<file path="src/rtl/z80fi_retire_monitor_if.sv">
// Monitor-side bus of the Z80FI retirement monitor: per-cycle access strobes from the
// sequencer (mon_*) and the registered retirement packet (z80fi_*).
interface z80fi_retire_monitor_if #(
  parameter int RNUM_W = 3
);
  logic              mon_start;
  logic [15:0]       mon_pc;
  logic              mon_byte_v;
  logic [7:0]        mon_byte;
  logic              mon_rd_v;
  logic [RNUM_W-1:0] mon_rd_num;
  logic [15:0]       mon_rd_data;
  logic              mon_wr_v;
  logic [RNUM_W-1:0] mon_wr_num;
  logic [15:0]       mon_wr_data;
  logic              mon_mrd_v;
  logic              mon_mwr_v;
  logic [15:0]       mon_maddr;
  logic [7:0]        mon_mdata;
  logic              mon_i_rd;
  logic              mon_i_wr;
  logic              mon_r_rd;
  logic              mon_r_wr;
  logic              mon_f_rd;
  logic              mon_f_wr;
  logic [7:0]        mon_sdata;
  logic              mon_done;
  logic [15:0]       mon_pc_next;

  logic              z80fi_valid;
  logic [31:0]       z80fi_insn;
  logic [2:0]        z80fi_insn_len;
  logic [15:0]       z80fi_pc_rdata;
  logic [15:0]       z80fi_pc_wdata;
  logic              z80fi_reg1_v;
  logic [RNUM_W-1:0] z80fi_reg1_num;
  logic [15:0]       z80fi_reg1_data;
  logic              z80fi_reg2_v;
  logic [RNUM_W-1:0] z80fi_reg2_num;
  logic [15:0]       z80fi_reg2_data;
  logic              z80fi_reg_wv;
  logic [RNUM_W-1:0] z80fi_reg_wnum;
  logic [15:0]       z80fi_reg_wdata;
  logic              z80fi_mem_rd_v;
  logic [15:0]       z80fi_mem_rd_addr;
  logic [7:0]        z80fi_mem_rd_data;
  logic              z80fi_mem_rd2_v;
  logic [15:0]       z80fi_mem_rd2_addr;
  logic [7:0]        z80fi_mem_rd2_data;
  logic              z80fi_mem_wr_v;
  logic [15:0]       z80fi_mem_wr_addr;
  logic [7:0]        z80fi_mem_wr_data;
  logic              z80fi_mem_wr2_v;
  logic [15:0]       z80fi_mem_wr2_addr;
  logic [7:0]        z80fi_mem_wr2_data;
  logic              z80fi_i_rd;
  logic [7:0]        z80fi_i_rdata;
  logic              z80fi_i_wr;
  logic [7:0]        z80fi_i_wdata;
  logic              z80fi_r_rd;
  logic [7:0]        z80fi_r_rdata;
  logic              z80fi_r_wr;
  logic [7:0]        z80fi_r_wdata;
  logic              z80fi_f_rd;
  logic [7:0]        z80fi_f_rdata;
  logic              z80fi_f_wr;
  logic [7:0]        z80fi_f_wdata;
  logic              z80fi_proto_err;

  modport master (
    output mon_start, mon_pc, mon_byte_v, mon_byte, mon_rd_v, mon_rd_num, mon_rd_data,
           mon_wr_v, mon_wr_num, mon_wr_data, mon_mrd_v, mon_mwr_v, mon_maddr, mon_mdata,
           mon_i_rd, mon_i_wr, mon_r_rd, mon_r_wr, mon_f_rd, mon_f_wr, mon_sdata,
           mon_done, mon_pc_next,
    input  z80fi_valid, z80fi_insn, z80fi_insn_len, z80fi_pc_rdata, z80fi_pc_wdata,
           z80fi_reg1_v, z80fi_reg1_num, z80fi_reg1_data,
           z80fi_reg2_v, z80fi_reg2_num, z80fi_reg2_data,
           z80fi_reg_wv, z80fi_reg_wnum, z80fi_reg_wdata,
           z80fi_mem_rd_v, z80fi_mem_rd_addr, z80fi_mem_rd_data,
           z80fi_mem_rd2_v, z80fi_mem_rd2_addr, z80fi_mem_rd2_data,
           z80fi_mem_wr_v, z80fi_mem_wr_addr, z80fi_mem_wr_data,
           z80fi_mem_wr2_v, z80fi_mem_wr2_addr, z80fi_mem_wr2_data,
           z80fi_i_rd, z80fi_i_rdata, z80fi_i_wr, z80fi_i_wdata,
           z80fi_r_rd, z80fi_r_rdata, z80fi_r_wr, z80fi_r_wdata,
           z80fi_f_rd, z80fi_f_rdata, z80fi_f_wr, z80fi_f_wdata,
           z80fi_proto_err
  );

  modport slave (
    input  mon_start, mon_pc, mon_byte_v, mon_byte, mon_rd_v, mon_rd_num, mon_rd_data,
           mon_wr_v, mon_wr_num, mon_wr_data, mon_mrd_v, mon_mwr_v, mon_maddr, mon_mdata,
           mon_i_rd, mon_i_wr, mon_r_rd, mon_r_wr, mon_f_rd, mon_f_wr, mon_sdata,
           mon_done, mon_pc_next,
    output z80fi_valid, z80fi_insn, z80fi_insn_len, z80fi_pc_rdata, z80fi_pc_wdata,
           z80fi_reg1_v, z80fi_reg1_num, z80fi_reg1_data,
           z80fi_reg2_v, z80fi_reg2_num, z80fi_reg2_data,
           z80fi_reg_wv, z80fi_reg_wnum, z80fi_reg_wdata,
           z80fi_mem_rd_v, z80fi_mem_rd_addr, z80fi_mem_rd_data,
           z80fi_mem_rd2_v, z80fi_mem_rd2_addr, z80fi_mem_rd2_data,
           z80fi_mem_wr_v, z80fi_mem_wr_addr, z80fi_mem_wr_data,
           z80fi_mem_wr2_v, z80fi_mem_wr2_addr, z80fi_mem_wr2_data,
           z80fi_i_rd, z80fi_i_rdata, z80fi_i_wr, z80fi_i_wdata,
           z80fi_r_rd, z80fi_r_rdata, z80fi_r_wr, z80fi_r_wdata,
           z80fi_f_rd, z80fi_f_rdata, z80fi_f_wr, z80fi_f_wdata,
           z80fi_proto_err
  );
endinterface

</file>
<file path="src/rtl/z80fi_retire_monitor.sv">
// Z80FI retirement monitor: gathers one instruction's accesses and emits one packet per retire.
// Optional sticky protocol-error flag is built when Z80FI_PROTO_CHECK_EN is defined.
//
// state   | meaning
// IDLE    | no instruction in flight; mon_done is ignored
// COLLECT | capturing strobes for the instruction started by mon_start
module z80fi_retire_monitor #(
  parameter int MAX_INSN_BYTES = 4,
  parameter int RNUM_W         = 3
) (
  input logic                   clk,
  input logic                   reset,
  z80fi_retire_monitor_if.slave bus
);

  typedef enum logic {IDLE, COLLECT} state_t;

  typedef struct packed {
    logic [15:0]       pc;
    logic [31:0]       insn;
    logic [2:0]        len;
    logic              reg1_v;
    logic [RNUM_W-1:0] reg1_num;
    logic [15:0]       reg1_data;
    logic              reg2_v;
    logic [RNUM_W-1:0] reg2_num;
    logic [15:0]       reg2_data;
    logic              regw_v;
    logic [RNUM_W-1:0] regw_num;
    logic [15:0]       regw_data;
    logic              mrd_v;
    logic [15:0]       mrd_addr;
    logic [7:0]        mrd_data;
    logic              mrd2_v;
    logic [15:0]       mrd2_addr;
    logic [7:0]        mrd2_data;
    logic              mwr_v;
    logic [15:0]       mwr_addr;
    logic [7:0]        mwr_data;
    logic              mwr2_v;
    logic [15:0]       mwr2_addr;
    logic [7:0]        mwr2_data;
    logic              i_rd;
    logic [7:0]        i_rdata;
    logic              i_wr;
    logic [7:0]        i_wdata;
    logic              r_rd;
    logic [7:0]        r_rdata;
    logic              r_wr;
    logic [7:0]        r_wdata;
    logic              f_rd;
    logic [7:0]        f_rdata;
    logic              f_wr;
    logic [7:0]        f_wdata;
  } cap_t;

  state_t      state;
  cap_t        cap_q;
  cap_t        out_q;
  logic [15:0] pc_next_q;
  logic        valid_q;
  cap_t        cap_clr;
  cap_t        cap_new;
  cap_t        cap_ret;

  // Fold this cycle's strobes into a capture image; first-come slots, last-wins writes.
  function automatic cap_t apply(input cap_t c);
    cap_t n;
    n = c;
    if (bus.mon_byte_v && (c.len < 3'(MAX_INSN_BYTES))) begin
      n.insn[{c.len[1:0], 3'b000} +: 8] = bus.mon_byte;
      n.len = c.len + 3'd1;
    end
    if (bus.mon_rd_v) begin
      if (!c.reg1_v) begin
        n.reg1_v = 1'b1; n.reg1_num = bus.mon_rd_num; n.reg1_data = bus.mon_rd_data;
      end else if (!c.reg2_v) begin
        n.reg2_v = 1'b1; n.reg2_num = bus.mon_rd_num; n.reg2_data = bus.mon_rd_data;
      end
    end
    if (bus.mon_wr_v) begin
      n.regw_v = 1'b1; n.regw_num = bus.mon_wr_num; n.regw_data = bus.mon_wr_data;
    end
    if (bus.mon_mrd_v) begin
      if (!c.mrd_v) begin
        n.mrd_v = 1'b1; n.mrd_addr = bus.mon_maddr; n.mrd_data = bus.mon_mdata;
      end else if (!c.mrd2_v) begin
        n.mrd2_v = 1'b1; n.mrd2_addr = bus.mon_maddr; n.mrd2_data = bus.mon_mdata;
      end
    end
    if (bus.mon_mwr_v) begin
      if (!c.mwr_v) begin
        n.mwr_v = 1'b1; n.mwr_addr = bus.mon_maddr; n.mwr_data = bus.mon_mdata;
      end else if (!c.mwr2_v) begin
        n.mwr2_v = 1'b1; n.mwr2_addr = bus.mon_maddr; n.mwr2_data = bus.mon_mdata;
      end
    end
    if (bus.mon_i_rd) begin n.i_rd = 1'b1; n.i_rdata = bus.mon_sdata; end
    if (bus.mon_i_wr) begin n.i_wr = 1'b1; n.i_wdata = bus.mon_sdata; end
    if (bus.mon_r_rd) begin n.r_rd = 1'b1; n.r_rdata = bus.mon_sdata; end
    if (bus.mon_r_wr) begin n.r_wr = 1'b1; n.r_wdata = bus.mon_sdata; end
    if (bus.mon_f_rd) begin n.f_rd = 1'b1; n.f_rdata = bus.mon_sdata; end
    if (bus.mon_f_wr) begin n.f_wr = 1'b1; n.f_wdata = bus.mon_sdata; end
    return n;
  endfunction

  // cap_new seeds the next instruction; cap_ret is the in-flight one plus this cycle.
  always_comb begin
    cap_clr    = '0;
    cap_clr.pc = bus.mon_pc;
    cap_new    = apply(cap_clr);
    cap_ret    = apply(cap_q);
  end

  always_ff @(posedge clk) begin
    if (reset) begin
      state     <= IDLE;
      cap_q     <= '0;
      out_q     <= '0;
      pc_next_q <= '0;
      valid_q   <= 1'b0;
    end else begin
      valid_q <= 1'b0;
      case (state)
        IDLE: begin
          if (bus.mon_start) begin
            cap_q <= cap_new;
            state <= COLLECT;
          end
        end
        COLLECT: begin
          if (bus.mon_done) begin
            valid_q   <= 1'b1;
            out_q     <= cap_ret;
            pc_next_q <= bus.mon_pc_next;
          end
          if (bus.mon_start)     cap_q <= cap_new;
          else if (bus.mon_done) state <= IDLE;
          else                   cap_q <= cap_ret;
        end
        default: state <= IDLE;
      endcase
    end
  end

`ifdef Z80FI_PROTO_CHECK_EN
  logic proto_err_q;
  logic collecting;
  logic err_evt;

  function automatic logic drops(input cap_t c);
    return (bus.mon_byte_v && (c.len >= 3'(MAX_INSN_BYTES))) ||
           (bus.mon_rd_v && c.reg2_v) ||
           (bus.mon_mrd_v && c.mrd2_v) ||
           (bus.mon_mwr_v && c.mwr2_v);
  endfunction

  // The old capture only sees this cycle's strobes when it retires or keeps collecting.
  assign collecting = (state == COLLECT);
  assign err_evt = (bus.mon_done && !collecting) ||
                   (bus.mon_start && collecting && !bus.mon_done) ||
                   (bus.mon_start && drops(cap_clr)) ||
                   (collecting && (bus.mon_done || !bus.mon_start) && drops(cap_q));

  always_ff @(posedge clk) begin
    if (reset)        proto_err_q <= 1'b0;
    else if (err_evt) proto_err_q <= 1'b1;
  end

  assign bus.z80fi_proto_err = proto_err_q;
`else
  assign bus.z80fi_proto_err = 1'b0;
`endif

  assign bus.z80fi_valid        = valid_q;
  assign bus.z80fi_insn         = out_q.insn;
  assign bus.z80fi_insn_len     = out_q.len;
  assign bus.z80fi_pc_rdata     = out_q.pc;
  assign bus.z80fi_pc_wdata     = pc_next_q;
  assign bus.z80fi_reg1_v       = out_q.reg1_v;
  assign bus.z80fi_reg1_num     = out_q.reg1_num;
  assign bus.z80fi_reg1_data    = out_q.reg1_data;
  assign bus.z80fi_reg2_v       = out_q.reg2_v;
  assign bus.z80fi_reg2_num     = out_q.reg2_num;
  assign bus.z80fi_reg2_data    = out_q.reg2_data;
  assign bus.z80fi_reg_wv       = out_q.regw_v;
  assign bus.z80fi_reg_wnum     = out_q.regw_num;
  assign bus.z80fi_reg_wdata    = out_q.regw_data;
  assign bus.z80fi_mem_rd_v     = out_q.mrd_v;
  assign bus.z80fi_mem_rd_addr  = out_q.mrd_addr;
  assign bus.z80fi_mem_rd_data  = out_q.mrd_data;
  assign bus.z80fi_mem_rd2_v    = out_q.mrd2_v;
  assign bus.z80fi_mem_rd2_addr = out_q.mrd2_addr;
  assign bus.z80fi_mem_rd2_data = out_q.mrd2_data;
  assign bus.z80fi_mem_wr_v     = out_q.mwr_v;
  assign bus.z80fi_mem_wr_addr  = out_q.mwr_addr;
  assign bus.z80fi_mem_wr_data  = out_q.mwr_data;
  assign bus.z80fi_mem_wr2_v    = out_q.mwr2_v;
  assign bus.z80fi_mem_wr2_addr = out_q.mwr2_addr;
  assign bus.z80fi_mem_wr2_data = out_q.mwr2_data;
  assign bus.z80fi_i_rd         = out_q.i_rd;
  assign bus.z80fi_i_rdata      = out_q.i_rdata;
  assign bus.z80fi_i_wr         = out_q.i_wr;
  assign bus.z80fi_i_wdata      = out_q.i_wdata;
  assign bus.z80fi_r_rd         = out_q.r_rd;
  assign bus.z80fi_r_rdata      = out_q.r_rdata;
  assign bus.z80fi_r_wr         = out_q.r_wr;
  assign bus.z80fi_r_wdata      = out_q.r_wdata;
  assign bus.z80fi_f_rd         = out_q.f_rd;
  assign bus.z80fi_f_rdata      = out_q.f_rdata;
  assign bus.z80fi_f_wr         = out_q.f_wr;
  assign bus.z80fi_f_wdata      = out_q.f_wdata;

endmodule

</file>
<file path="src/flat_wrapper.sv">
// flat-port wrapper written by rule: the top's interface ports become plain ports
module z80fi_retire_monitor_flat 
#(
  parameter int MAX_INSN_BYTES = 4,
  parameter int RNUM_W         = 3
)
  (clk, reset, bus_mon_start, bus_mon_pc, bus_mon_byte_v, bus_mon_byte, bus_mon_rd_v, bus_mon_rd_num, bus_mon_rd_data, bus_mon_wr_v, bus_mon_wr_num, bus_mon_wr_data, bus_mon_mrd_v, bus_mon_mwr_v, bus_mon_maddr, bus_mon_mdata, bus_mon_i_rd, bus_mon_i_wr, bus_mon_r_rd, bus_mon_r_wr, bus_mon_f_rd, bus_mon_f_wr, bus_mon_sdata, bus_mon_done, bus_mon_pc_next, bus_z80fi_valid, bus_z80fi_insn, bus_z80fi_insn_len, bus_z80fi_pc_rdata, bus_z80fi_pc_wdata, bus_z80fi_reg1_v, bus_z80fi_reg1_num, bus_z80fi_reg1_data, bus_z80fi_reg2_v, bus_z80fi_reg2_num, bus_z80fi_reg2_data, bus_z80fi_reg_wv, bus_z80fi_reg_wnum, bus_z80fi_reg_wdata, bus_z80fi_mem_rd_v, bus_z80fi_mem_rd_addr, bus_z80fi_mem_rd_data, bus_z80fi_mem_rd2_v, bus_z80fi_mem_rd2_addr, bus_z80fi_mem_rd2_data, bus_z80fi_mem_wr_v, bus_z80fi_mem_wr_addr, bus_z80fi_mem_wr_data, bus_z80fi_mem_wr2_v, bus_z80fi_mem_wr2_addr, bus_z80fi_mem_wr2_data, bus_z80fi_i_rd, bus_z80fi_i_rdata, bus_z80fi_i_wr, bus_z80fi_i_wdata, bus_z80fi_r_rd, bus_z80fi_r_rdata, bus_z80fi_r_wr, bus_z80fi_r_wdata, bus_z80fi_f_rd, bus_z80fi_f_rdata, bus_z80fi_f_wr, bus_z80fi_f_wdata, bus_z80fi_proto_err);
  z80fi_retire_monitor_if #(.RNUM_W(RNUM_W)) bus_i ();
  input logic clk;
  input logic reset;
  input wire logic [$bits(bus_i.mon_start)-1:0] bus_mon_start;
  input wire logic [$bits(bus_i.mon_pc)-1:0] bus_mon_pc;
  input wire logic [$bits(bus_i.mon_byte_v)-1:0] bus_mon_byte_v;
  input wire logic [$bits(bus_i.mon_byte)-1:0] bus_mon_byte;
  input wire logic [$bits(bus_i.mon_rd_v)-1:0] bus_mon_rd_v;
  input wire logic [$bits(bus_i.mon_rd_num)-1:0] bus_mon_rd_num;
  input wire logic [$bits(bus_i.mon_rd_data)-1:0] bus_mon_rd_data;
  input wire logic [$bits(bus_i.mon_wr_v)-1:0] bus_mon_wr_v;
  input wire logic [$bits(bus_i.mon_wr_num)-1:0] bus_mon_wr_num;
  input wire logic [$bits(bus_i.mon_wr_data)-1:0] bus_mon_wr_data;
  input wire logic [$bits(bus_i.mon_mrd_v)-1:0] bus_mon_mrd_v;
  input wire logic [$bits(bus_i.mon_mwr_v)-1:0] bus_mon_mwr_v;
  input wire logic [$bits(bus_i.mon_maddr)-1:0] bus_mon_maddr;
  input wire logic [$bits(bus_i.mon_mdata)-1:0] bus_mon_mdata;
  input wire logic [$bits(bus_i.mon_i_rd)-1:0] bus_mon_i_rd;
  input wire logic [$bits(bus_i.mon_i_wr)-1:0] bus_mon_i_wr;
  input wire logic [$bits(bus_i.mon_r_rd)-1:0] bus_mon_r_rd;
  input wire logic [$bits(bus_i.mon_r_wr)-1:0] bus_mon_r_wr;
  input wire logic [$bits(bus_i.mon_f_rd)-1:0] bus_mon_f_rd;
  input wire logic [$bits(bus_i.mon_f_wr)-1:0] bus_mon_f_wr;
  input wire logic [$bits(bus_i.mon_sdata)-1:0] bus_mon_sdata;
  input wire logic [$bits(bus_i.mon_done)-1:0] bus_mon_done;
  input wire logic [$bits(bus_i.mon_pc_next)-1:0] bus_mon_pc_next;
  output wire logic [$bits(bus_i.z80fi_valid)-1:0] bus_z80fi_valid;
  output wire logic [$bits(bus_i.z80fi_insn)-1:0] bus_z80fi_insn;
  output wire logic [$bits(bus_i.z80fi_insn_len)-1:0] bus_z80fi_insn_len;
  output wire logic [$bits(bus_i.z80fi_pc_rdata)-1:0] bus_z80fi_pc_rdata;
  output wire logic [$bits(bus_i.z80fi_pc_wdata)-1:0] bus_z80fi_pc_wdata;
  output wire logic [$bits(bus_i.z80fi_reg1_v)-1:0] bus_z80fi_reg1_v;
  output wire logic [$bits(bus_i.z80fi_reg1_num)-1:0] bus_z80fi_reg1_num;
  output wire logic [$bits(bus_i.z80fi_reg1_data)-1:0] bus_z80fi_reg1_data;
  output wire logic [$bits(bus_i.z80fi_reg2_v)-1:0] bus_z80fi_reg2_v;
  output wire logic [$bits(bus_i.z80fi_reg2_num)-1:0] bus_z80fi_reg2_num;
  output wire logic [$bits(bus_i.z80fi_reg2_data)-1:0] bus_z80fi_reg2_data;
  output wire logic [$bits(bus_i.z80fi_reg_wv)-1:0] bus_z80fi_reg_wv;
  output wire logic [$bits(bus_i.z80fi_reg_wnum)-1:0] bus_z80fi_reg_wnum;
  output wire logic [$bits(bus_i.z80fi_reg_wdata)-1:0] bus_z80fi_reg_wdata;
  output wire logic [$bits(bus_i.z80fi_mem_rd_v)-1:0] bus_z80fi_mem_rd_v;
  output wire logic [$bits(bus_i.z80fi_mem_rd_addr)-1:0] bus_z80fi_mem_rd_addr;
  output wire logic [$bits(bus_i.z80fi_mem_rd_data)-1:0] bus_z80fi_mem_rd_data;
  output wire logic [$bits(bus_i.z80fi_mem_rd2_v)-1:0] bus_z80fi_mem_rd2_v;
  output wire logic [$bits(bus_i.z80fi_mem_rd2_addr)-1:0] bus_z80fi_mem_rd2_addr;
  output wire logic [$bits(bus_i.z80fi_mem_rd2_data)-1:0] bus_z80fi_mem_rd2_data;
  output wire logic [$bits(bus_i.z80fi_mem_wr_v)-1:0] bus_z80fi_mem_wr_v;
  output wire logic [$bits(bus_i.z80fi_mem_wr_addr)-1:0] bus_z80fi_mem_wr_addr;
  output wire logic [$bits(bus_i.z80fi_mem_wr_data)-1:0] bus_z80fi_mem_wr_data;
  output wire logic [$bits(bus_i.z80fi_mem_wr2_v)-1:0] bus_z80fi_mem_wr2_v;
  output wire logic [$bits(bus_i.z80fi_mem_wr2_addr)-1:0] bus_z80fi_mem_wr2_addr;
  output wire logic [$bits(bus_i.z80fi_mem_wr2_data)-1:0] bus_z80fi_mem_wr2_data;
  output wire logic [$bits(bus_i.z80fi_i_rd)-1:0] bus_z80fi_i_rd;
  output wire logic [$bits(bus_i.z80fi_i_rdata)-1:0] bus_z80fi_i_rdata;
  output wire logic [$bits(bus_i.z80fi_i_wr)-1:0] bus_z80fi_i_wr;
  output wire logic [$bits(bus_i.z80fi_i_wdata)-1:0] bus_z80fi_i_wdata;
  output wire logic [$bits(bus_i.z80fi_r_rd)-1:0] bus_z80fi_r_rd;
  output wire logic [$bits(bus_i.z80fi_r_rdata)-1:0] bus_z80fi_r_rdata;
  output wire logic [$bits(bus_i.z80fi_r_wr)-1:0] bus_z80fi_r_wr;
  output wire logic [$bits(bus_i.z80fi_r_wdata)-1:0] bus_z80fi_r_wdata;
  output wire logic [$bits(bus_i.z80fi_f_rd)-1:0] bus_z80fi_f_rd;
  output wire logic [$bits(bus_i.z80fi_f_rdata)-1:0] bus_z80fi_f_rdata;
  output wire logic [$bits(bus_i.z80fi_f_wr)-1:0] bus_z80fi_f_wr;
  output wire logic [$bits(bus_i.z80fi_f_wdata)-1:0] bus_z80fi_f_wdata;
  output wire logic [$bits(bus_i.z80fi_proto_err)-1:0] bus_z80fi_proto_err;
  assign bus_i.mon_start = bus_mon_start;
  assign bus_i.mon_pc = bus_mon_pc;
  assign bus_i.mon_byte_v = bus_mon_byte_v;
  assign bus_i.mon_byte = bus_mon_byte;
  assign bus_i.mon_rd_v = bus_mon_rd_v;
  assign bus_i.mon_rd_num = bus_mon_rd_num;
  assign bus_i.mon_rd_data = bus_mon_rd_data;
  assign bus_i.mon_wr_v = bus_mon_wr_v;
  assign bus_i.mon_wr_num = bus_mon_wr_num;
  assign bus_i.mon_wr_data = bus_mon_wr_data;
  assign bus_i.mon_mrd_v = bus_mon_mrd_v;
  assign bus_i.mon_mwr_v = bus_mon_mwr_v;
  assign bus_i.mon_maddr = bus_mon_maddr;
  assign bus_i.mon_mdata = bus_mon_mdata;
  assign bus_i.mon_i_rd = bus_mon_i_rd;
  assign bus_i.mon_i_wr = bus_mon_i_wr;
  assign bus_i.mon_r_rd = bus_mon_r_rd;
  assign bus_i.mon_r_wr = bus_mon_r_wr;
  assign bus_i.mon_f_rd = bus_mon_f_rd;
  assign bus_i.mon_f_wr = bus_mon_f_wr;
  assign bus_i.mon_sdata = bus_mon_sdata;
  assign bus_i.mon_done = bus_mon_done;
  assign bus_i.mon_pc_next = bus_mon_pc_next;
  assign bus_z80fi_valid = bus_i.z80fi_valid;
  assign bus_z80fi_insn = bus_i.z80fi_insn;
  assign bus_z80fi_insn_len = bus_i.z80fi_insn_len;
  assign bus_z80fi_pc_rdata = bus_i.z80fi_pc_rdata;
  assign bus_z80fi_pc_wdata = bus_i.z80fi_pc_wdata;
  assign bus_z80fi_reg1_v = bus_i.z80fi_reg1_v;
  assign bus_z80fi_reg1_num = bus_i.z80fi_reg1_num;
  assign bus_z80fi_reg1_data = bus_i.z80fi_reg1_data;
  assign bus_z80fi_reg2_v = bus_i.z80fi_reg2_v;
  assign bus_z80fi_reg2_num = bus_i.z80fi_reg2_num;
  assign bus_z80fi_reg2_data = bus_i.z80fi_reg2_data;
  assign bus_z80fi_reg_wv = bus_i.z80fi_reg_wv;
  assign bus_z80fi_reg_wnum = bus_i.z80fi_reg_wnum;
  assign bus_z80fi_reg_wdata = bus_i.z80fi_reg_wdata;
  assign bus_z80fi_mem_rd_v = bus_i.z80fi_mem_rd_v;
  assign bus_z80fi_mem_rd_addr = bus_i.z80fi_mem_rd_addr;
  assign bus_z80fi_mem_rd_data = bus_i.z80fi_mem_rd_data;
  assign bus_z80fi_mem_rd2_v = bus_i.z80fi_mem_rd2_v;
  assign bus_z80fi_mem_rd2_addr = bus_i.z80fi_mem_rd2_addr;
  assign bus_z80fi_mem_rd2_data = bus_i.z80fi_mem_rd2_data;
  assign bus_z80fi_mem_wr_v = bus_i.z80fi_mem_wr_v;
  assign bus_z80fi_mem_wr_addr = bus_i.z80fi_mem_wr_addr;
  assign bus_z80fi_mem_wr_data = bus_i.z80fi_mem_wr_data;
  assign bus_z80fi_mem_wr2_v = bus_i.z80fi_mem_wr2_v;
  assign bus_z80fi_mem_wr2_addr = bus_i.z80fi_mem_wr2_addr;
  assign bus_z80fi_mem_wr2_data = bus_i.z80fi_mem_wr2_data;
  assign bus_z80fi_i_rd = bus_i.z80fi_i_rd;
  assign bus_z80fi_i_rdata = bus_i.z80fi_i_rdata;
  assign bus_z80fi_i_wr = bus_i.z80fi_i_wr;
  assign bus_z80fi_i_wdata = bus_i.z80fi_i_wdata;
  assign bus_z80fi_r_rd = bus_i.z80fi_r_rd;
  assign bus_z80fi_r_rdata = bus_i.z80fi_r_rdata;
  assign bus_z80fi_r_wr = bus_i.z80fi_r_wr;
  assign bus_z80fi_r_wdata = bus_i.z80fi_r_wdata;
  assign bus_z80fi_f_rd = bus_i.z80fi_f_rd;
  assign bus_z80fi_f_rdata = bus_i.z80fi_f_rdata;
  assign bus_z80fi_f_wr = bus_i.z80fi_f_wr;
  assign bus_z80fi_f_wdata = bus_i.z80fi_f_wdata;
  assign bus_z80fi_proto_err = bus_i.z80fi_proto_err;
  z80fi_retire_monitor #(.MAX_INSN_BYTES(MAX_INSN_BYTES), .RNUM_W(RNUM_W)) u_core (.clk(clk), .reset(reset), .bus(bus_i));
endmodule
</file>
<file path="config.mk">
export PLATFORM = sky130hd
export DESIGN_NAME = z80fi_retire_monitor_flat
export DESIGN_NICKNAME = d
export VERILOG_FILES = /design/src/rtl/z80fi_retire_monitor_if.sv /design/src/rtl/z80fi_retire_monitor.sv /design/src/flat_wrapper.sv
export SDC_FILE = /design/constraint.sdc
export NUM_CORES = 1
export LEC_CHECK = 0
export CORE_AREA = 2 2 260 262
export CTS_CLUSTER_DIAMETER = 40
export DETAILED_ROUTE_END_ITERATION = 10
export DIE_AREA = 0 0 262 264
export DONT_BUFFER_PORTS = 1
export GPL_ROUTABILITY_DRIVEN = 0
export PLACE_DENSITY = 0.52
export SYNTH_ARGS = -nofsm -noshare
export SYNTH_HDL_FRONTEND = slang
export SYNTH_SLANG_ARGS = --single-unit
export TNS_END_PERCENT = 50
</file>
<file path="constraint.sdc">
create_clock -name clk -period 2.7 [get_ports clk]
set_input_delay 0.81 -clock clk [delete_from_list [all_inputs] [get_ports clk]]
set_output_delay 0.81 -clock clk [all_outputs]
set_load 0.005 [all_outputs]
</file>
======== Yosys cells after proc, flatten, opt, wreduce, memory -nomap -nowiden ========
Index checks and enable logic that the tools add are counted.
operators by class
  shifts and indexed selects .............. 2
  bitwise logic cells ..................... 1
  muxes and demuxes ....................... 41
  eq/ne operators ......................... 3
  order comparisons ....................... 1
  reduce and logical (&&, ||, !) cells .... 5
  add/subtract/negate cells ............... 2
operator list
  cell                                                   count
  two-way mux 265 bit                                    2
  case mux 265 bit (2 select lines)                      1
  two-way mux 249 bit                                    1
  two-way mux 50 bit                                     4
  two-way mux 9 bit                                      12
  two-way mux 24 bit                                     4
  two-way mux 40 bit                                     2
  two-way mux 20 bit                                     3
  two-way mux 25 bit                                     2
  two-way mux 19 bit                                     2
  two-way mux 35 bit                                     1
  bitwise mux 32 bit                                     1
  variable shift 8 x 7 -> 32 bit (first input constant)  1
  indexed part select 8 x 7 -> 32 bit                    1
  two-way mux 11 bit                                     1
  negator 5 -> 7 bit                                     1
  AND reduction 2 bit                                    3
  two-way mux 1 bit                                      4
  != test 2 bit (second input constant)                  2
  adder 3 x 1 -> 3 bit (second input constant)           1
  < comparator 3 bit (second input constant)             1
  != test 3 bit (second input constant)                  1
  case mux 1 bit (2 select lines)                        1
  OR reduction 2 bit                                     1
  other kinds (2)                                        2
storage, ports and cells
  register bits after elaboration ......... 548
  input port bits ......................... 125

======== Longest topological paths before layout ========
Gate-level depths: netlist (run 1).
  depth after elaboration ................. 7
  gate-level depth with buffers ........... 9
  depth with buffers taken out ............ 5

======== Worst setup path after synthesis (run 1) ========
Ideal clock, no wire load.
  kind .................................... register -> register
  from .................................... register u_core.cap_q[214] (netlist name)
  to ...................................... register u_core.out_q, in the netlist u_core.bus.z80fi_insn[13]
  clock period less this slack ............ 2196 ps
  buffers on the path ..................... 4
  arrival ................................. 2127 ps
  setup slack ............................. 504 ps
  data required time ...................... 2630 ps
  cell stages (with the launch flop) ...... 10
  cell sequence ........................... dfxtp_1 > clkbuf_1 > inv_1 > ha_1 > buf_1 > nor4bb_1 > clkbuf_1 > buf_2 > a32oi_1 > a21oi_1
on the way
  word-level cells in the longest chain between the ends .. 4
ends and longest elaborated chain
  element                                                                                       line                         text
  from (decl)                                                                                   z80fi_retire_monitor.sv:58   cap_t cap_q;
  from (signal assigned)                                                                        z80fi_retire_monitor.sv:127  cap_q <= cap_new;
  from (signal assigned)                                                                        z80fi_retire_monitor.sv:137  if (bus.mon_start) cap_q <= cap_new;
  from (signal assigned)                                                                        z80fi_retire_monitor.sv:139  else cap_q <= cap_ret;
  negator 5 -> 7 bit                                                                            z80fi_retire_monitor.sv:71   n.insn[{c.len[1:0], 3'b000} +: 8] = bus.mon_byte;
  indexed part select 8 x 7 -> 32 bit / variable shift 8 x 7 -> 32 bit (equally long branches)  z80fi_retire_monitor.sv:71
  bitwise mux 32 bit                                                                            z80fi_retire_monitor.sv:71
  two-way mux 35 bit *                                                                          z80fi_retire_monitor.sv:70   if (bus.mon_byte_v && (c.len < 3'(MAX_INSN_BYTES))) begin
  to (signal assigned)                                                                          z80fi_retire_monitor.sv:134  out_q <= cap_ret;
  to (decl)                                                                                     z80fi_retire_monitor.sv:59   cap_t out_q;
Every way passes the cells marked *; elsewhere a longest branch is shown, timed or not.
A chain may end at the register's enable or synchronous reset.

======== Worst setup path after layout (run 1) ========
  from .................................... register u_core.cap_q[215] (netlist name)
  to ...................................... register u_core.cap_q[247] (netlist name)
on the way
  word-level cells in the longest chain between the ends .. 7
ends and longest elaborated chain
  element                                                                                       line                         text
  negator 5 -> 7 bit                                                                            z80fi_retire_monitor.sv:71
  indexed part select 8 x 7 -> 32 bit / variable shift 8 x 7 -> 32 bit (equally long branches)  z80fi_retire_monitor.sv:71
  bitwise mux 32 bit                                                                            z80fi_retire_monitor.sv:71
  two-way mux 35 bit *                                                                          z80fi_retire_monitor.sv:70
  two-way mux 249 bit *                                                                         z80fi_retire_monitor.sv:138  else if (bus.mon_done) state <= IDLE;
  two-way mux 265 bit *                                                                         z80fi_retire_monitor.sv:137
  case mux 265 bit (2 select lines) *                                                           z80fi_retire_monitor.sv:124  case (state)
Every way passes the cells marked *; elsewhere a longest branch is shown, timed or not. The select of a mux whose other input is x is not followed.

==> results.json, run 1 <==
{
  "synth-seq-area-share_pct": 47.8,
  "postCtsSetupBuffers": 0,
  "power_frac_comb_pct": 5.9,
  "cp.arrival_ns": 2.86,
  "reg2reg_to": "u_core.cap_q[247]$_SDFFE_PP0P_",
  "nets": 2463,
  "synth_area_per_cell_sq_um": 9.26,
  "max_slew_margin_pct": 47.7,
  "drtIter0Drc": 1172,
  "cts_max_path_buffers": 3,
  "path_cells": "inv_1 -> ha_1 -> nor2b_1 -> and3_1 -> a22o_1",
  "synth_top_area_share_pct": 47.8,
  "rr_startpoint": "u_core.cap_q[215]$_SDFFE_PP0P_",
  "reg2reg_depth": 5,
  "ant_nets": 0,
  "initial_core_util_pct": 34.5,
  "drc": 0,
  "grt_pass1_wl_mm": 115,
  "reg2reg_setup_slack_ns": 0.42,
  "yosys.area.top_type": "dfxtp_1",
  "tns_ns": 0,
  "ios": 408,
  "ys_warn_count": 0,
  "std_cell_rows": 95,
  "synth_top_family_by_area": "compound AO/OA/AOI/OAI gates",
  "cp_data_required_time_ns": 3.27,
  "period_share_pct": 84.6,
  "post-route-cell-area_sq_um": 26800,
  "firstDrtPassIters": 5,
  "power.leakage_nw": 10.1,
  "hold_viol_final": 0,
  "multi_input_area_sq_um": 10700,
  "antenna_cells": 0,
  "yosys.area_share.simple_pct": 12.8,
  "htreeDepth": 3,
  "synthArstFlopShare_pct": 0,
  "clock-sinks": 548,
  "clkTransAtPathRegs_ns": 0.06,
  "drive_gt1_share_pct": 9.97,
  "final_cells": 3281,
  "clockRootBuffer": "clkbuf_16",
  "drv_slew": 0,
  "swShare_pct": 24.7,
  "synthMostInstantiatedCell": "dfxtp_1",
  "setup_viol": 0,
  "internal_power_mw": 17.0,
  "endpoint": "u_core.cap_q[247]$_SDFFE_PP0P_",
  "antenna_found_initial": 0,
  "synth-seq-cells": 548,
  "fillCellCount": 6487,
  "die_y_microns": 264,
  "dr_total_vias": 18930,
  "final_period_minus_worst_setup_slack_ns": 2.28,
  "path_depth": 5,
  "critPathSlowestCell": "nor2b_1",
  "tightest_slew_ns": 0.784,
  "slowest_delay_ns": 0.55,
  "grt_usage_pct": 21.2,
  "cts_buffers": 93,
  "cts_hold_buf": 0,
  "syn_nets": 2611,
  "grt_overflow": 0,
  "place_hpwl_mm": 47.7,
  "io_buffers": 0,
  "regArea_sq_um": 11000,
  "synth_xor_area_share_pct": 0.0382,
  "first_global_vias": 18748,
  "rsz0062_at_grt": "false",
  "synth_commonest_cells": "dfxtp_1 (548), o21ai_0 (214), clkbuf_1 (207), nand2_1 (185), a22o_1 (156)",
  "synthCells": 2480,
  "syn-cell-area_sq_um": 23000,
  "synth_edf_count": 0,
  "synthAdderAreaFrac_pct": 0.327,
  "placed_area_sq_um": 23500,
  "drt-total-wl_mm": 75.6,
  "power_density_nw_per_um2": 844,
  "synth_area_leaders": "dfxtp_1 (48%), a22o_1 (6.0%), mux2i_1 (5.9%), o21ai_0 (4.7%), clkbuf_1 (3.4%)",
  "ir_worst_vdd_v": 0.000491,
  "die_w_microns": 262,
  "hold_class": "input pin to flop",
  "start_kind": "flop",
  "dp.cells": 3110,
  "status": "complete, no violations",
  "core_sq_um": 66600,
  "pwr-share-clk_pct": 55.2,
  "crit_start": "u_core.cap_q[215]$_SDFFE_PP0P_",
  "critPathBufInv": 1,
  "ys.flop_type": "dfxtp_1",
  "power_switching_mw": 5.60,
  "fmax_mhz": 438,
  "critical_path_class": "flop to flop",
  "crit_family": "simple AND/OR/NAND/NOR gates",
  "p_seq_share_pct": 38.9,
  "cts_tree": "done",
  "die_area_sq_um": 69200,
  "synth-compound-area-share_pct": 27.3,
  "syn2layout_area_growth_pct": 16.7,
  "synth.distinct_cells": 49,
  "end_kind": "flop",
  "grt_start_max_net_pins": 258,
  "muxShareOfSynthArea_pct": 5.89,
  "cts.repair.resized": 0,
  "clk_latency_ns": 0.63,
  "clock_skew_ns": 0.0293,
  "maxCapViolations": 0,
  "cp_max_fo": 13,
  "via_per_inst": 5.77,
  "avgRoutedWirePerCell_microns": 23.0
}
==> state kept, by name, summed over array words and instances, names as in the netlist, 16 cells and up <==
signal and flops:
u_core.cap_q 265, u_core.bus.z80fi_insn 32, u_core.bus.z80fi_mem_rd2_addr 16, u_core.bus.z80fi_mem_rd_addr 16
u_core.bus.z80fi_mem_wr2_addr 16, u_core.bus.z80fi_mem_wr_addr 16, u_core.bus.z80fi_pc_rdata 16, u_core.bus.z80fi_pc_wdata 16
u_core.bus.z80fi_reg1_data 16, u_core.bus.z80fi_reg2_data 16, u_core.bus.z80fi_reg_wdata 16
==> routing by layer <==
| metal | global-route usage, % | up-vias | part of all wire, % |
|---|---|---|---|
| met5 | 0 | - | 0 |
| met4 | 7.38 | 0 | 2.9 |
| met3 | 7.61 | 124 | 9.1 |
| met2 | 34.8 | 669 | 47 |
| met1 | 25.5 | 9190 | 41 |
| li1 | - | 8947 | - |
==> worst reg2reg max path, stage by stage (launching register included) <==
cell and delay (ns):
dfxtp_1 0.43, inv_1 0.12, ha_1 0.49, nor2b_1 0.56
and3_1 0.43, a22o_1 0.20
==> cells by family (layout without fill, tap and decap cells) <==
kind of cell | after synthesis | in the layout
AO/OA/AOI/OAI | 905 | 905
multiplexers | 135 | 135
adder cells (fa/ha/maj) | 6 | 6
XOR/XNOR | 1 | 1
other | 1 | 1
buffers and inverters | 309 | 237
AND/OR/NAND/NOR | 575 | 575
flip-flops | 548 | 548
==> layout by cell type (no fill, tap or decap), types with 6 or more instances in the layout <==
master,count
a21o_1,7
o21ai_0,214
o31ai_1,8
o211a_1,7
a221o_1,67
clkinv_4,8
nand2_1,185
mux2i_1,135
nand2b_1,28
and2_1,69
a21oi_1,149
inv_1,7
a31oi_1,94
clkinv_2,12
o211ai_1,6
a211oi_1,87
a32oi_1,24
nor3_1,14
a22oi_1,8
a21oi_2,6
clkbuf_16,96
nand3_1,69
a221oi_1,67
buf_4,39
dfxtp_1,548
bufinv_16,13
inv_6,14
ha_1,6
clkinvlp_4,7
a22o_1,156
clkbuf_1,8
nor4bb_1,8
nand3b_1,73
buf_12,19
nor2_1,107
==> power groups by stage <==
| stage | Sequential, mW | Combinational, mW | Clock [mW] |
|---|---|---|---|
| floorplan | 8.82 | 1.21 | 0 |
| global placement | 8.97 | 1.29 | 0 |
| detailed placement | 8.97 | 1.33 | 0 |
| CTS | 8.81 | 1.33 | 12.7 |
| global route | 8.85 | 1.48 | 13.1 |
| finish | 8.81 | 1.32 | 12.5 |
==> area by class of cell <==
type | count | share of cell area (%)
clock inverter | 63 | 3.17
clock buffer | 108 | 9.29
multi-input combinational | 1623 | 39.9
inverter | 8 | 0.121
sequential | 548 | 41.0
timing repair buffer | 58 | 2.51
tap | 873 | 4.08
==> worst min-delay path by stage <==
stage | from | endpoint | slack, ns | depth (start not counted)
final | reset | u_core.bus.z80fi_reg_wdata[0]$_SDFFE_PP0P_ | 0.26 | 1
after global routing | reset | u_core.state$_SDFF_PP0_ | 0.23 | 1
after CTS | reset | u_core.bus.z80fi_pc_wdata[0]$_SDFFE_PP0P_ | 0.22 | 1
after detailed placement | u_core.cap_q[258]$_SDFFE_PP0P_ | u_core.bus.z80fi_pc_rdata[9]$_SDFFE_PP0P_ | 0.44 | 2
after global placement | u_core.cap_q[258]$_SDFFE_PP0P_ | u_core.bus.z80fi_pc_rdata[9]$_SDFFE_PP0P_ | 0.43 | 2
after floorplan | u_core.cap_q[44]$_SDFFE_PP0P_ | u_core.cap_q[44]$_SDFFE_PP0P_ | 0.43 | 1
==> through the flow <==
stage | setup slack, ns | utilization [%] | total power, mW | hold WS [ns]
floorplan | 0.504 | - | 10.0 | 0.428
global placement | 0.228 | 35.2 | 10.3 | 0.434
detailed placement | 0.194 | 35.2 | 10.3 | 0.441
CTS | 0.454 | 40.2 | 22.8 | 0.223
global route | 0.237 | 40.2 | 23.4 | 0.233
finish | 0.416 | 40.2 | 22.6 | 0.260
Power figures use the tool's default switching activity.
==> run 2: changes to the inputs <==
Settings changed: PLACE_DENSITY 0.52 to 0.53.
Clock period 2.7 ns to 1.9 ns, I/O delays scaled along.
==> results.json, run 2 (same netlist as run 1, synthesis figures left out) <==
{
  "final_cells": 3308,
  "slowest_delay_ns": 0.64,
  "critical_path_class": "flop to flop",
  "tns_ns": 0,
  "drive_gt1_share_pct": 11.1,
  "layout_commonest_cell": "dfxtp_1",
  "hold_viol_final": 0,
  "rsz0062_at_grt": "false",
  "grt_usage_pct": 21.2,
  "initial_core_util_pct": 34.5,
  "first_global_vias": 18552,
  "avgRoutedWirePerCell_microns": 23.0,
  "dr_total_vias": 19176,
  "cp.arrival_ns": 2.34,
  "maxCapViolations": 0,
  "die_y_microns": 264,
  "dp.cells": 3135,
  "min_to": "u_core.bus.z80fi_reg_wdata[5]$_SDFFE_PP0P_",
  "drc": 0,
  "core_sq_um": 66600,
  "cp_data_required_time_ns": 2.48,
  "power_density_nw_per_um2": 1160,
  "largest_reg_flops": 265,
  "clockRootBuffer": "clkbuf_16",
  "met3_usage_pct": 7.66,
  "die_area_sq_um": 69200,
  "nets": 2493,
  "grt_pass1_wl_mm": 115,
  "grt_overflow": 0,
  "syn2layout_area_growth_pct": 18.4,
  "ir_worst_vdd_v": 0.000698,
  "die_w_microns": 262,
  "hold_class": "input pin to flop",
  "whs_path_depth": 1,
  "std_cell_rows": 95,
  "start_kind": "flop",
  "cts_max_path_buffers": 3,
  "max_slew_margin_pct": 35.1,
  "place_hpwl_mm": 48.5,
  "critPathMostFrequentCell": "buf_12",
  "rr_startpoint": "u_core.state$_SDFF_PP0_",
  "reg2reg_to": "u_core.cap_q[66]$_SDFFE_PP0P_",
  "use_met2_pct": 33.7,
  "final_cell_mix": "dfxtp_1 (546), o21ai_0 (214), nand2_1 (185)",
  "cp_max_fo": 24,
  "ios": 408,
  "clk_latency_ns": 0.65,
  "ant_nets": 0,
  "end_kind": "flop",
  "clkTransAtPathRegs_ns": 0.06,
  "setup_viol": 0,
  "via_per_inst": 5.80,
  "crit_family": "simple AND/OR/NAND/NOR gates",
  "firstDrtPassIters": 5,
  "final_period_minus_worst_setup_slack_ns": 1.76,
  "status": "complete, no violations",
  "tightest_slew_ns": 0.974,
  "io_buffers": 0,
  "antenna_found_initial": 0,
  "fmax_mhz": 569,
  "period_share_pct": 92.5,
  "cts_buffers": 91,
  "drtIter0Drc": 1283,
  "htreeDepth": 3,
  "worstHoldStart": "reset",
  "drt-total-wl_mm": 76.0,
  "critPathBufInv": 2,
  "clock-sinks": 548,
  "drv_slew": 0,
  "critPathSlowestCell": "or4b_2",
  "grt_start_max_net_pins": 177,
  "fillCellCount": 6483,
  "grt_use_met1_pct": 26.1,
  "reg2reg_depth": 5,
  "antenna_cells": 0,
  "power.leakage_nw": 10.2,
  "path_cells": "or4b_2 -> buf_12 -> nor2_4 -> buf_12 -> a22o_1",
  "gr-max-usage-layer": "met2",
  "cts_tree": "done",
  "clock_skew_ns": 0.0348,
  "regMostFlops": "u_core.cap_q",
  "reg2reg_setup_slack_ns": 0.14,
  "finalPower_mw": 31.6
}
-- run 2: cell types whose count changed in the layout (fill, tap and decap cells not counted), sizes merged --
cell         previous run  this run
nor2                  111       112
inv                    28        22
dlygate4sd3             0         3
clkbuf                108       115
buf                    58        86
bufinv                 13         9
clkinv                 23        21
-- run 2: report_power, final --
part           leakage, nW  internal (mW)  switching [mW]
Sequential            4.47           12.0           0.484
Clock                 1.57           10.8            6.25
Combinational         4.19          0.878            1.12
-- run 2: area by class of cell --
class,count,area (sq um),area share [%]
Sequential cell,548,11000,40.4
Tap cell,873,1090,4.02
Clock inverter,51,694,2.56
Clock buffer,115,2540,9.34
Multi-Input combinational cell,1624,10700,39.4
Inverter,8,32.5,0.120
Timing Repair Buffer,89,1130,4.17
-- run 2: per-stage QoR --
step / cell area [sq um] / util [%] / hold slack (ns) / worst slack, ns
6_report: 27200 / 40.8 / 0.0342 / 0.142
2_1_floorplan: 23000 / - / 0.428 / 0.00457
4_1_cts: 27100 / 40.7 / 0.000592 / 0.0302
3_3_place_gp: 23800 / 35.8 / 0.437 / -0.164
3_5_place_dp: 23800 / 35.8 / 0.442 / -0.180
5_1_grt: 27200 / 40.8 / -0.00230 / 0.0153
-- run 2: what timing repair did --
action	4_1_cts	5_1_grt
hold endpoints to repair	74	5
hold buffers	3	1
setup endpoints to repair	0	75
resized for setup	0	4
buffers inserted	0	2
-- run 2: worst max path at each step --
stage                                               from                                      to  slack (ns)  cells past startpoint
final                            u_core.state$_SDFF_PP0_           u_core.cap_q[66]$_SDFFE_PP0P_        0.14                      5
after detailed placement                   bus_mon_start          u_core.cap_q[175]$_SDFFE_PP0P_       -0.18                      4
after global routing      u_core.cap_q[215]$_SDFFE_PP0P_          u_core.cap_q[217]$_SDFFE_PP0P_        0.02                      6
after global placement                     bus_mon_start          u_core.cap_q[185]$_SDFFE_PP0P_       -0.16                      4
after CTS                        u_core.state$_SDFF_PP0_          u_core.cap_q[180]$_SDFFE_PP0P_        0.03                      4
after floorplan           u_core.cap_q[214]$_SDFFE_PP0P_  u_core.bus.z80fi_insn[13]$_SDFFE_PP0P_       0.005                      9
-- run 2: layer usage --
layer | share of wire, % | routed length (microns)
met1 | 41 | 31200
met2 | 47 | 35400
met3 | 9.3 | 7080
met4 | 3.0 | 2310
met5 | 0 | 0
-- run 2: worst reg2reg max path: stages (launching register included) --
cell and delay (ns):
dfxtp_2 0.38, or4b_2 0.64, buf_12 0.20, nor2_4 0.14, buf_12 0.19, a22o_1 0.17
==> run 3: changes to the inputs <==
Settings changed: CORE_AREA 2 2 260 262 to 2 2 218 220, DIE_AREA 0 0 262 264 to 0 0 220 222, PLACE_DENSITY 0.53 to 0.7.
==> results.json, run 3 (same netlist as run 1, synthesis figures left out) <==
{
  "drv_slew": 0,
  "drt-total-wl_mm": 69.9,
  "cp_max_fo": 29,
  "critical_path_class": "flop to flop",
  "clk_latency_ns": 0.61,
  "slowest_delay_ns": 0.63,
  "maxCapViolations": 0,
  "regMostFlops": "u_core.cap_q",
  "drive_gt1_share_pct": 9.38,
  "hold_viol_final": 0,
  "end_kind": "flop",
  "place_hpwl_mm": 44.6,
  "cp.arrival_ns": 2.29,
  "via_per_inst": 6.45,
  "clockRootBuffer": "clkbuf_16",
  "first_global_vias": 18533,
  "cts_tree": "done",
  "grt_usage_pct": 27.7,
  "std_cell_rows": 79,
  "path_cells": "or4b_2 -> buf_12 -> nor2_8 -> a22o_1",
  "grt_pass1_wl_mm": 108,
  "reg2reg_setup_slack_ns": 0.15,
  "power_density_nw_per_um2": 1120,
  "min_to": "u_core.bus.z80fi_reg_wdata[7]$_SDFFE_PP0P_",
  "clock-sinks": 548,
  "final_cell_mix": "dfxtp_1 (547), o21ai_0 (214), nand2_1 (185)",
  "critPathSlowestCell": "or4b_2",
  "dr_total_vias": 19332,
  "nets": 2459,
  "ant_nets": 0,
  "fillCellCount": 3951,
  "power.leakage_nw": 9.85,
  "cts_max_path_buffers": 3,
  "max_slew_margin_pct": 40.4,
  "antenna_cells": 0,
  "die_y_microns": 222,
  "initial_core_util_pct": 49.6,
  "firstDrtPassIters": 7,
  "clock_skew_ns": 0.0193,
  "rsz0062_at_grt": "false",
  "avgRoutedWirePerCell_microns": 23.3,
  "ir_worst_vdd_v": 0.000906,
  "largest_reg_flops": 265,
  "syn2layout_area_growth_pct": 13.5,
  "drc": 0,
  "final_cells": 2995,
  "grt_start_max_net_pins": 258,
  "status": "complete, no violations",
  "final_period_minus_worst_setup_slack_ns": 1.75,
  "worstHoldStart": "reset",
  "drtIter0Drc": 2024,
  "tightest_slew_ns": 0.895,
  "postCtsSetupBuffers": 0,
  "core_sq_um": 46300,
  "clkTransAtPathRegs_ns": 0.06,
  "die_w_microns": 220,
  "antenna_found_initial": 0,
  "fmax_mhz": 570,
  "htreeDepth": 3,
  "rr_startpoint": "u_core.state$_SDFF_PP0_",
  "setup_viol": 0,
  "grt_overflow": 0,
  "cts_buffers": 76,
  "crit_family": "simple AND/OR/NAND/NOR gates",
  "whs_ns": 0.0390,
  "hold_class": "input pin to flop",
  "cp_data_required_time_ns": 2.44,
  "die_area_sq_um": 48800,
  "reg2reg_to": "u_core.cap_q[190]$_SDFFE_PP0P_",
  "dp.cells": 2857,
  "io_buffers": 0,
  "start_kind": "flop",
  "period_share_pct": 92.3,
  "reg2reg_depth": 4,
  "layout_commonest_cell": "dfxtp_1",
  "ios": 408,
  "critPathBufInv": 1,
  "whs_path_depth": 1
}
run 3: cell types whose count changed in the layout (fill, tap and decap cells not counted), sizes merged:
cell         before  now
nor2            112  111
buf              86   71
clkinvlp          7    6
bufinv            9    8
clkinv           21   12
inv              22   28
clkbuf          115   92
dlygate4sd3       3    0
run 3: area by class of cell:
cell class / count / area, sq um / area share, %
sequential: 548 / 11000 / 42.1
multi-input combinational: 1623 / 10700 / 41.0
clock buffer: 92 / 2070 / 7.96
timing repair buffer: 71 / 933 / 3.58
tap: 607 / 759 / 2.92
clock inverter: 46 / 582 / 2.23
inverter: 8 / 32.5 / 0.125
run 3: worst max path at each step:
| stage | startpoint | endpoint | slack, ns | cells after the start |
|---|---|---|---|---|
| floorplan | u_core.cap_q[214]$_SDFFE_PP0P_ | u_core.bus.z80fi_insn[13]$_SDFFE_PP0P_ | 0.005 | 9 |
| global placement | bus_mon_start | u_core.cap_q[187]$_SDFFE_PP0P_ | -0.17 | 4 |
| detailed placement | bus_mon_start | u_core.cap_q[191]$_SDFFE_PP0P_ | -0.20 | 4 |
| CTS | u_core.cap_q[214]$_SDFFE_PP0P_ | u_core.cap_q[234]$_SDFFE_PP0P_ | 0.1 | 5 |
| global route | u_core.state$_SDFF_PP0_ | u_core.cap_q[190]$_SDFFE_PP0P_ | 0.08 | 4 |
| finish | u_core.state$_SDFF_PP0_ | u_core.cap_q[190]$_SDFFE_PP0P_ | 0.15 | 4 |
run 3: power breakdown:
group	total (mW)	internal, mW	switching (mW)	leakage, nW
Combinational	1.92	0.847	1.07	4.09
Clock	14.7	9.05	5.67	1.29
Sequential	12.5	12.0	0.473	4.47
Total	29.1	21.9	7.21	9.85
run 3: through the flow:
stage	total power, mW	worst slack (ns)	utilization [%]	area [sq um]	TNS, ns
6_report	29.1	0.147	56.3	26000	0
5_1_grt	30.1	0.0766	56.3	26000	0
4_1_cts	29.3	0.0950	56.3	26000	0
3_5_place_dp	14.6	-0.202	50.6	23400	-12.66
3_3_place_gp	14.6	-0.169	50.6	23400	-10.23
2_1_floorplan	14.3	0.00457	-	23000	0
run 3: metal layers:
metal	GRT usage, %	vias to the layer above	wire length, microns
met4	12.3	0	2890
met5	0	-	0
met2	45.7	855	33300
met1	33.3	9393	27300
li1	-	8920	-
met3	8.16	164	6340
run 3: repair_timing:
item / in CTS / in global routing
setup endpoints to repair: 0 / 9
resized for setup: 0 / 1
hold buffers: 0 / 0
